**src/rtl/tx_lane_scheduler.sv**
```systemverilog
// Transmit lane scheduler: merges sync (priority) and async (round-robin) FWFT
// word streams into one 9-bit symbol per SLOT_CYCLES-clock slot.
module tx_lane_scheduler #(
  parameter int          N_CH           = 2,
  parameter int          SLOT_CYCLES    = 5,
  parameter int          SYNC_HOLD      = 2,
  parameter int          ASYNC_HOLD     = 8,
  parameter logic [8:0]  K_IDLE         = 9'h1BC,
  parameter logic [8:0]  TIMESTAMP_CODE = 9'h000,
  localparam int         CHW            = (N_CH > 1) ? $clog2(N_CH) : 1
) (
  input  logic              clk_i,
  input  logic              rst_n_i,
  input  logic              enable_i,
  input  logic [N_CH-1:0]   sync_valid_i,
  input  logic [9*N_CH-1:0] sync_data_i,
  output logic [N_CH-1:0]   sync_rd_o,
  input  logic [N_CH-1:0]   async_valid_i,
  input  logic [9*N_CH-1:0] async_data_i,
  output logic [N_CH-1:0]   async_rd_o,
  output logic [8:0]        sym_o,
  output logic              sym_stb_o,
  output logic              timestamp_code_o,
  output logic              owner_class_o,
  output logic [CHW-1:0]    owner_ch_o,
  output logic              idle_o
);

  localparam logic [0:0] CLS_ASYNC = 1'b0;
  localparam logic [0:0] CLS_SYNC  = 1'b1;

  localparam int CW   = $clog2(SLOT_CYCLES);
  localparam int HMAX = (SYNC_HOLD > ASYNC_HOLD) ? SYNC_HOLD : ASYNC_HOLD;
  localparam int HW   = (HMAX > 0) ? $clog2(HMAX + 1) : 1;

  logic [CW-1:0]  slot_cnt;
  logic [0:0]     owner_class;
  logic [CHW-1:0] owner_ch;
  logic [CHW-1:0] last_async;
  logic [HW-1:0]  hold;

  logic [0:0]     nxt_class;
  logic [CHW-1:0] nxt_ch;
  logic [CHW-1:0] nxt_last;
  logic [HW-1:0]  nxt_hold;
  logic           pop;
  logic           pop_sync;
  logic [CHW-1:0] pop_ch;
  logic [CHW-1:0] sync_low;
  logic           sync_any;
  logic           rr_any;
  logic [CHW-1:0] rr_ch;
  logic           boundary;
  logic           do_pop;
  logic [8:0]     pop_data;

  always_comb begin
    sync_any = |sync_valid_i;
    sync_low = '0;
    for (int unsigned k = N_CH; k > 0; k--)
      if (sync_valid_i[k-1]) sync_low = CHW'(k - 1);

    // Scan from the farthest candidate to the nearest so a+1 wins and a is last.
    rr_any = 1'b0;
    rr_ch  = owner_ch;
    for (int unsigned i = N_CH; i >= 1; i--) begin
      if (async_valid_i[(i + 32'(owner_ch)) % N_CH]) begin
        rr_any = 1'b1;
        rr_ch  = CHW'((i + 32'(owner_ch)) % N_CH);
      end
    end

    nxt_class = owner_class;
    nxt_ch    = owner_ch;
    nxt_last  = last_async;
    nxt_hold  = hold;
    pop       = 1'b0;
    pop_sync  = 1'b0;
    pop_ch    = '0;

    if (owner_class == CLS_SYNC) begin
      if (sync_valid_i[owner_ch]) begin
        pop = 1'b1; pop_sync = 1'b1; pop_ch = owner_ch; nxt_hold = '0;
      end else if (hold < HW'(SYNC_HOLD)) begin
        nxt_hold = hold + HW'(1);
      end else if (sync_any) begin
        nxt_ch = sync_low; pop = 1'b1; pop_sync = 1'b1; pop_ch = sync_low; nxt_hold = '0;
      end else begin
        nxt_class = CLS_ASYNC; nxt_ch = last_async; nxt_hold = '0;
      end
    end else begin
      if (sync_any) begin
        nxt_class = CLS_SYNC; nxt_ch = sync_low; nxt_last = owner_ch;
        pop = 1'b1; pop_sync = 1'b1; pop_ch = sync_low; nxt_hold = '0;
      end else if (async_valid_i[owner_ch]) begin
        pop = 1'b1; pop_ch = owner_ch; nxt_hold = '0;
      end else if (hold < HW'(ASYNC_HOLD)) begin
        nxt_hold = hold + HW'(1);
      end else if (rr_any) begin
        nxt_ch = rr_ch; pop = 1'b1; pop_ch = rr_ch; nxt_hold = '0;
      end
    end
  end

  assign boundary = (slot_cnt == '0);
  assign do_pop   = boundary && enable_i && pop;
  assign pop_data = pop_sync ? sync_data_i[9*pop_ch +: 9] : async_data_i[9*pop_ch +: 9];

  // Pops are gated by reset so no FIFO is drained while the counter sits at 0 in reset.
  assign sync_rd_o  = (rst_n_i && do_pop && pop_sync)  ? (N_CH'(1) << pop_ch) : '0;
  assign async_rd_o = (rst_n_i && do_pop && !pop_sync) ? (N_CH'(1) << pop_ch) : '0;

  assign owner_class_o = owner_class;
  assign owner_ch_o    = owner_ch;

  always_ff @(posedge clk_i or negedge rst_n_i) begin
    if (!rst_n_i) begin
      slot_cnt         <= '0;
      owner_class      <= CLS_ASYNC;
      owner_ch         <= '0;
      last_async       <= '0;
      hold             <= '0;
      sym_o            <= K_IDLE;
      sym_stb_o        <= 1'b0;
      timestamp_code_o <= 1'b0;
      idle_o           <= 1'b1;
    end else begin
      slot_cnt <= (slot_cnt == CW'(SLOT_CYCLES - 1)) ? '0 : slot_cnt + CW'(1);
      if (boundary) begin
        sym_stb_o <= 1'b1;
        if (do_pop) begin
          sym_o            <= pop_data;
          idle_o           <= 1'b0;
          timestamp_code_o <= (pop_data == TIMESTAMP_CODE);
        end else begin
          sym_o            <= K_IDLE;
          idle_o           <= 1'b1;
          timestamp_code_o <= 1'b0;
        end
        if (enable_i) begin
          owner_class <= nxt_class;
          owner_ch    <= nxt_ch;
          last_async  <= nxt_last;
          hold        <= nxt_hold;
        end
      end else begin
        sym_stb_o        <= 1'b0;
        timestamp_code_o <= 1'b0;
      end
    end
  end

endmodule

```
**config.mk**
```make
export PLATFORM = sky130hd
export DESIGN_NAME = tx_lane_scheduler
export DESIGN_NICKNAME = d
export VERILOG_FILES = /design/src/rtl/tx_lane_scheduler.sv
export SDC_FILE = /design/constraint.sdc
export NUM_CORES = 1
export LEC_CHECK = 0
export CAP_MARGIN = 10
export CORE_UTILIZATION = 39
export CTS_CLUSTER_SIZE = 10
export DETAILED_ROUTE_END_ITERATION = 6
export PLACE_DENSITY = 0.82
export SETUP_SLACK_MARGIN = 0.3
export SKIP_CTS_REPAIR_TIMING = 1
export SLEW_MARGIN = 10
export SYNTH_ARGS = -nofsm -noshare
export SYNTH_HDL_FRONTEND = slang
export SYNTH_SLANG_ARGS = --single-unit
```
**constraint.sdc**
```tcl
create_clock -name clk_i -period 2.31 [get_ports clk_i]
set_clock_uncertainty 0.2 [all_clocks]
set_input_delay 0.231 -clock clk_i [delete_from_list [all_inputs] [get_ports clk_i]]
set_output_delay 0.231 -clock clk_i [all_outputs]
set_load 0.03 [all_outputs]
```
# After elaboration in Yosys (flattened, before gate mapping)
# Cells that the tools add are included.
word_totals:
  ff_bits: 22
  elab_cells: 101
  output_inout_bits: 18
  in_bits: 43
classes:
  n_lt_le_gt_ge: 5
  eq_ne: 5
  muxes: 58
  n_reduce_logical: 15
  add_sub_neg: 4
  n_bitwise: 1
  n_mul: 1
  n_shift: 3
op_table:
  columns: ["op", "count"]
  rows:
  - ["$mux W1", 46]
  - ["$shiftx A18 B6 Y9", 2]
  - ["$mux W4", 7]
  - ["$mux W9", 2]
  - ["$logic_not A9 Y1", 1]
  - ["$reduce_and A7 Y1", 1]
  - ["$lt A1 B2 Y1 const B", 3]
  - ["$ne A3 B3 Y1 const B", 2]
  - ["$logic_and A1 B1 Y1", 5]
  - ["$mul A4 B1 Y5 const A", 1]
  - ["$reduce_bool A5 Y1", 1]
  - ["$add A4 B1 Y4 const B", 1]
  - ["$lt A4 B2 Y1 const B", 1]
  - ["$lt A4 B4 Y1 const B", 1]
  - ["$mux W2", 2]
  - ["$ne A2 B2 Y1 const B", 2]
  - ["$reduce_and A4 Y1", 1]
  - ["$add A3 B1 Y3 const B", 1]
  - ["$eq A3 B3 Y1 const B", 1]
  - ["$logic_not A3 Y1", 1]
  - ["$mux W3", 1]
  - ["$reduce_and A3 Y1", 1]
  - ["$reduce_bool A3 Y1", 1]
  - ["$add A1 B1 Y1 const A", 2]
  - ["5 further kinds", 5]

# Longest topological paths before layout
logic_depth:
  word_depth: 16
  ltp_mapped: 8
  mapped_depth_nobuf: 8

# Least setup slack after synthesis
# No wires, ideal clock.
synth_path:
  kind: "reg-to-output"
  start: "reg owner_ch, in the netlist owner_ch_o"
  end: "out async_rd_o[1]"
  path_slack_ns: -0.297
  t_required_ns: 1.879
  path_stages_with_launch: 7
  n_path_buf: 1
  arrival_time_ns: 2.176
  path_cell_list: "dfrtp_1 > buf_4 > mux2i_1 > a21o_1 > a2111o_1 > or3_4 > nor2_2"
synth_between:
  elab_chain_cells: 14
  word_cells_on_any_way: 33
  cone_classes: "2 x add/sub; 1 x shift; 26 x mux; 4 x reduce/logical"
synth_lines:
  columns: ["element", "line_no", "text"]
  rows:
  - ["from (decl)", "38", "logic [CHW-1:0] owner_ch;"]
  - ["from (signal assigned)", "142", "owner_ch <= nxt_ch;"]
  - ["$add A1 B1 Y1", "67, 69", null]
  - ["$mux W1 (implied by the code) (2 in a row)", "67", "if (async_valid_i[(i + 32'(owner_ch)) % N_CH]) begin"]
  - ["$mux W1 (2 in a row)", "67", null]
  - ["$mux W1", "99", "end else if (rr_any) begin"]
  - ["$mux W1", "97", "end else if (hold < HW'(ASYNC_HOLD)) begin"]
  - ["$mux W1", "95", "end else if (async_valid_i[owner_ch]) begin"]
  - ["$mux W1", "92", "if (sync_any) begin"]
  - ["$mux W1", "81", "if (owner_class == CLS_SYNC) begin"]
  - ["$logic_and A1 B1 Y1", "106", "assign do_pop = boundary && enable_i && pop;"]
  - ["$logic_and A1 B1 Y1 (2 in a row)", "111", "assign async_rd_o = (rst_n_i && do_pop && !pop_sync) ? (N_CH'(1) << pop_ch) : '0;"]
  - ["$mux W2 *", "111", null]
  - ["to (decl)", "20", "output logic [N_CH-1:0] async_rd_o,"]
# Every way passes the cells marked *; elsewhere a longest branch is shown, timed or not. The select of a mux whose other input is x is not followed.

# Worst setup path after layout
layout_path:
  start: "reg slot_cnt[1]"
  end: "out sync_rd_o[1]"
layout_between:
  elab_chain_cells: 6
layout_lines:
  columns: ["element", "line_no", "text"]
  rows:
  - ["from (decl)", "36", "logic [CW-1:0] slot_cnt;"]
  - ["from (signal assigned)", "128", "slot_cnt <= (slot_cnt == CW'(SLOT_CYCLES - 1)) ? '0 : slot_cnt + CW'(1);"]
  - ["$logic_not A3 Y1", "105", "assign boundary = (slot_cnt == '0);"]
  - ["named net boundary", "53", "logic boundary;"]
  - ["$logic_and A1 B1 Y1 (2 in a row)", "106", null]
  - ["$logic_and A1 B1 Y1 (2 in a row)", "110", "assign sync_rd_o = (rst_n_i && do_pop && pop_sync) ? (N_CH'(1) << pop_ch) : '0;"]
  - ["$mux W2", "110", null]
  - ["to (decl)", "17", "output logic [N_CH-1:0] sync_rd_o,"]
# The timed path passes the listed nets, and every way through them passes these cells.

==> qor.csv <==
metric;value;unit
achievable frequency;0.388;GHz
Final Slew Violations;0;
core area;3690;sq um
clk_lat worst skew;270;ps
Post-Syn Nets;188;
Reg2Reg Depth;8;
Main synth FF type;dfrtp_1;
IR drop worst, VDD;0.347;mV
I/O Buffers;60;
DP HPWL;3650;microns
total track usage;0.235;
Post-synth ARST share;1.00;
routability cong.;0.887;
share of the synthesized area in the top cell type;0.248;
WP data required;1880;ps
Hold Slack;148;ps
DRC viols;0;
io pins;61;
number of synthesized flops with an enable pin;0;
Critical Path Max Stage Delay;400;ps
pre-CTS WS;-317;ps
gr ovfl total;0;
antenna-violating nets left;0;
pwr dens;537;nW/um^2
Worst-Margin Slew;474;ps
fin worst setup slack;-271;ps
Warnings, synthesis;0;
vias in the first global route;1556;
layout cells sized above 1;0.351;
register area;561;sq um
Tmin final;2580;ps
crit path cell chain;inv_1, ha_4, nand2b_4, clkinv_1, nand2_2, a2111o_1, or3_4, nor2_4, buf_6;
Final period util;1.12;
CTS tree;yes;
Area Overhead vs Synth;73.1;%
Routed WL per cell;17.0;microns
Top Layer Used;met4;
die footprint;4140;sq um
CTS Buf Count;3;
Final nets;287;
MaxCap Viol Count;0;
Ant. Diodes;0;
area leader, netlist;dfrtp_1;
HP Start;sync_valid_i[0];
Rows;22;
largest net degree at the start of global routing;20;
WS Path Type;flip-flop to output port;
Startpoint Class;flip-flop;
# H-tree levels;1;
CTS root buffer;clkbuf_8;
Netlist cell types;43;
CTS max path bufs;2;
Lkg Pwr;1.11;nW
Post-Route WL;4870;microns
Synth Instances;141;
die width;64.3;microns
via/cell ratio;5.46;
DR WL met3;147;microns
largest cells by area after synthesis;dfrtp_1 25%, mux2i_1 13%, dfstp_2 12%;
vias;1568;
relative slew slack;0.681;
number of synthesized register bits;22;
Die Ht;64.3;microns
initial core utilization;0.410;
multi-input logic area;981;sq um
final core area utilization;0.711;
Arrival @ worst endpoint;2150;ps
drt initial violations;107;
FILL cells;261;
Pre-antenna DRT Iters;4;
RSZ-0062 raised after global routing;true;
Worst setup EP type;output port;
Seq/Total Area, Yosys;0.369;
CP max-delay cell;dfrtp_1;
Hold WC Path Type;primary input to flip-flop;
Clk pin slew, worst setup/hold paths;80;ps
first-pass GRT wire length;7450;microns
status;complete, but fails checks;
Worst Setup SP;slot_cnt[1];
final setup fails;7;
worst-path fanout max;4;
initial antenna violation count;0;
syn avg cell area;10.7;sq um
final hold violation count;0;
total length of routed met2 wires;2660;microns
total clock sinks;22;
synthesized area;1510;sq um
Post-Route M1 WL;2010;microns
Hold Crit Depth;2;
failing checks;setup timing;
Worst R2R Start;hold[2];
## state kept, by name, summed over array words and instances (netlist names)
signal and count:
last_async 1, owner_ch_o 1, owner_class_o 1, sym_o 9, timestamp_code_o 1, idle_o 1
slot_cnt 3, hold 4, sym_stb_o 1
## layout make-up
| type | count | share of cell area |
|---|---|---|
| clock inverters | 1 | 0.0115 |
| inverters | 7 | 0.0100 |
| well taps | 48 | 0.0229 |
| flip-flops and latches | 22 | 0.214 |
| repair buffers | 99 | 0.352 |
| clock buffers | 3 | 0.0158 |
| multi-input cells | 107 | 0.374 |
## metal layers
layer	GRT usage	vias to the layer above
li1	-	742
met1	0.291	774
met2	0.429	43
met3	0.0375	9
met4	0.0417	0
met5	0	-
## worst paths after layout
path	to	slack, ps
max	sync_rd_o[1]	-270
min	owner_ch_o	150
max reg2reg	sym_o[0]	-30
min reg2reg	sym_o[0]	310
max in group asynchronous	sym_o[3]	1410
min in group asynchronous	last_async	180
## critical path, delay by kind of cell (launching register included)
kind / cells / cell delay [ps]
AND/OR/NAND/NOR: 4 / 680
flip-flops: 1 / 400
buffers and inverters: 3 / 330
AO/OA/AOI/OAI: 1 / 320
adder cells (fa/ha/maj): 1 / 160
## Yosys cell counts, types with 2 or more instances
| library cell | instances |
|---|---|
| nor2_1 | 10 |
| nand3b_1 | 2 |
| o22a_1 | 6 |
| a21o_1 | 2 |
| dfstp_2 | 7 |
| mux2i_1 | 19 |
| dfrtp_1 | 15 |
| mux2_2 | 3 |
| o21ai_0 | 7 |
| nand2_1 | 4 |
| mux4_2 | 4 |
| nand2b_1 | 3 |
| nor3_1 | 2 |
| nor2_2 | 2 |
| a21oi_1 | 2 |
| nor3_2 | 3 |
| inv_1 | 6 |
| buf_4 | 3 |
| a22o_1 | 3 |
| ha_1 | 4 |
| nor4_1 | 4 |
| or4_1 | 4 |
| nand3_1 | 3 |
| a221oi_1 | 3 |
| or2_2 | 2 |
## logic make-up after synthesis
group | synth area share
AND/OR/NAND/NOR | 0.183
AO/OA/AOI/OAI | 0.164
multiplexers | 0.207
flip-flops | 0.369
buffers and inverters | 0.0421
adder cells (fa/ha/maj) | 0.0331
## layout by cell type (no fill, tap or decap), types with 2 or more instances in the layout
cell / instances
a21o_1: 2
a21oi_1: 2
a221oi_1: 2
a22o_1: 3
buf_4: 37
buf_6: 5
clkbuf_8: 3
clkdlybuf4s50_1: 53
dfrtp_1: 14
dfstp_2: 7
dlymetal6s2s_1: 3
ha_1: 3
inv_1: 5
mux2_2: 2
mux2i_1: 18
mux4_2: 4
nand2_1: 3
nand2b_1: 3
nand3_1: 2
nand3b_1: 2
nor2_1: 8
nor2_4: 3
nor3_1: 2
nor3_2: 2
nor4_1: 4
o21ai_0: 6
o21ai_1: 2
o22a_1: 6
or2_2: 2
or4_1: 4
## power breakdown
part | internal, mW | switching, mW
sequential | 0.432 | 0.0278
clock | 0.232 | 0.127
combinational | 0.326 | 0.262
## per-stage QoR
step / setup TNS, ps / power (mW) / cells / cell area [sq um]
after CTS: -1530 / 1.36 / 282 / 2500
final: -912 / 1.41 / 287 / 2620
after global routing: -1650 / 1.46 / 287 / 2620
after global placement: -2530 / 0.988 / 278 / 2420
after floorplan: -632 / 0.736 / 141 / 1540
after detailed placement: -3020 / 0.996 / 278 / 2420
Power figures use the tool's default switching activity.
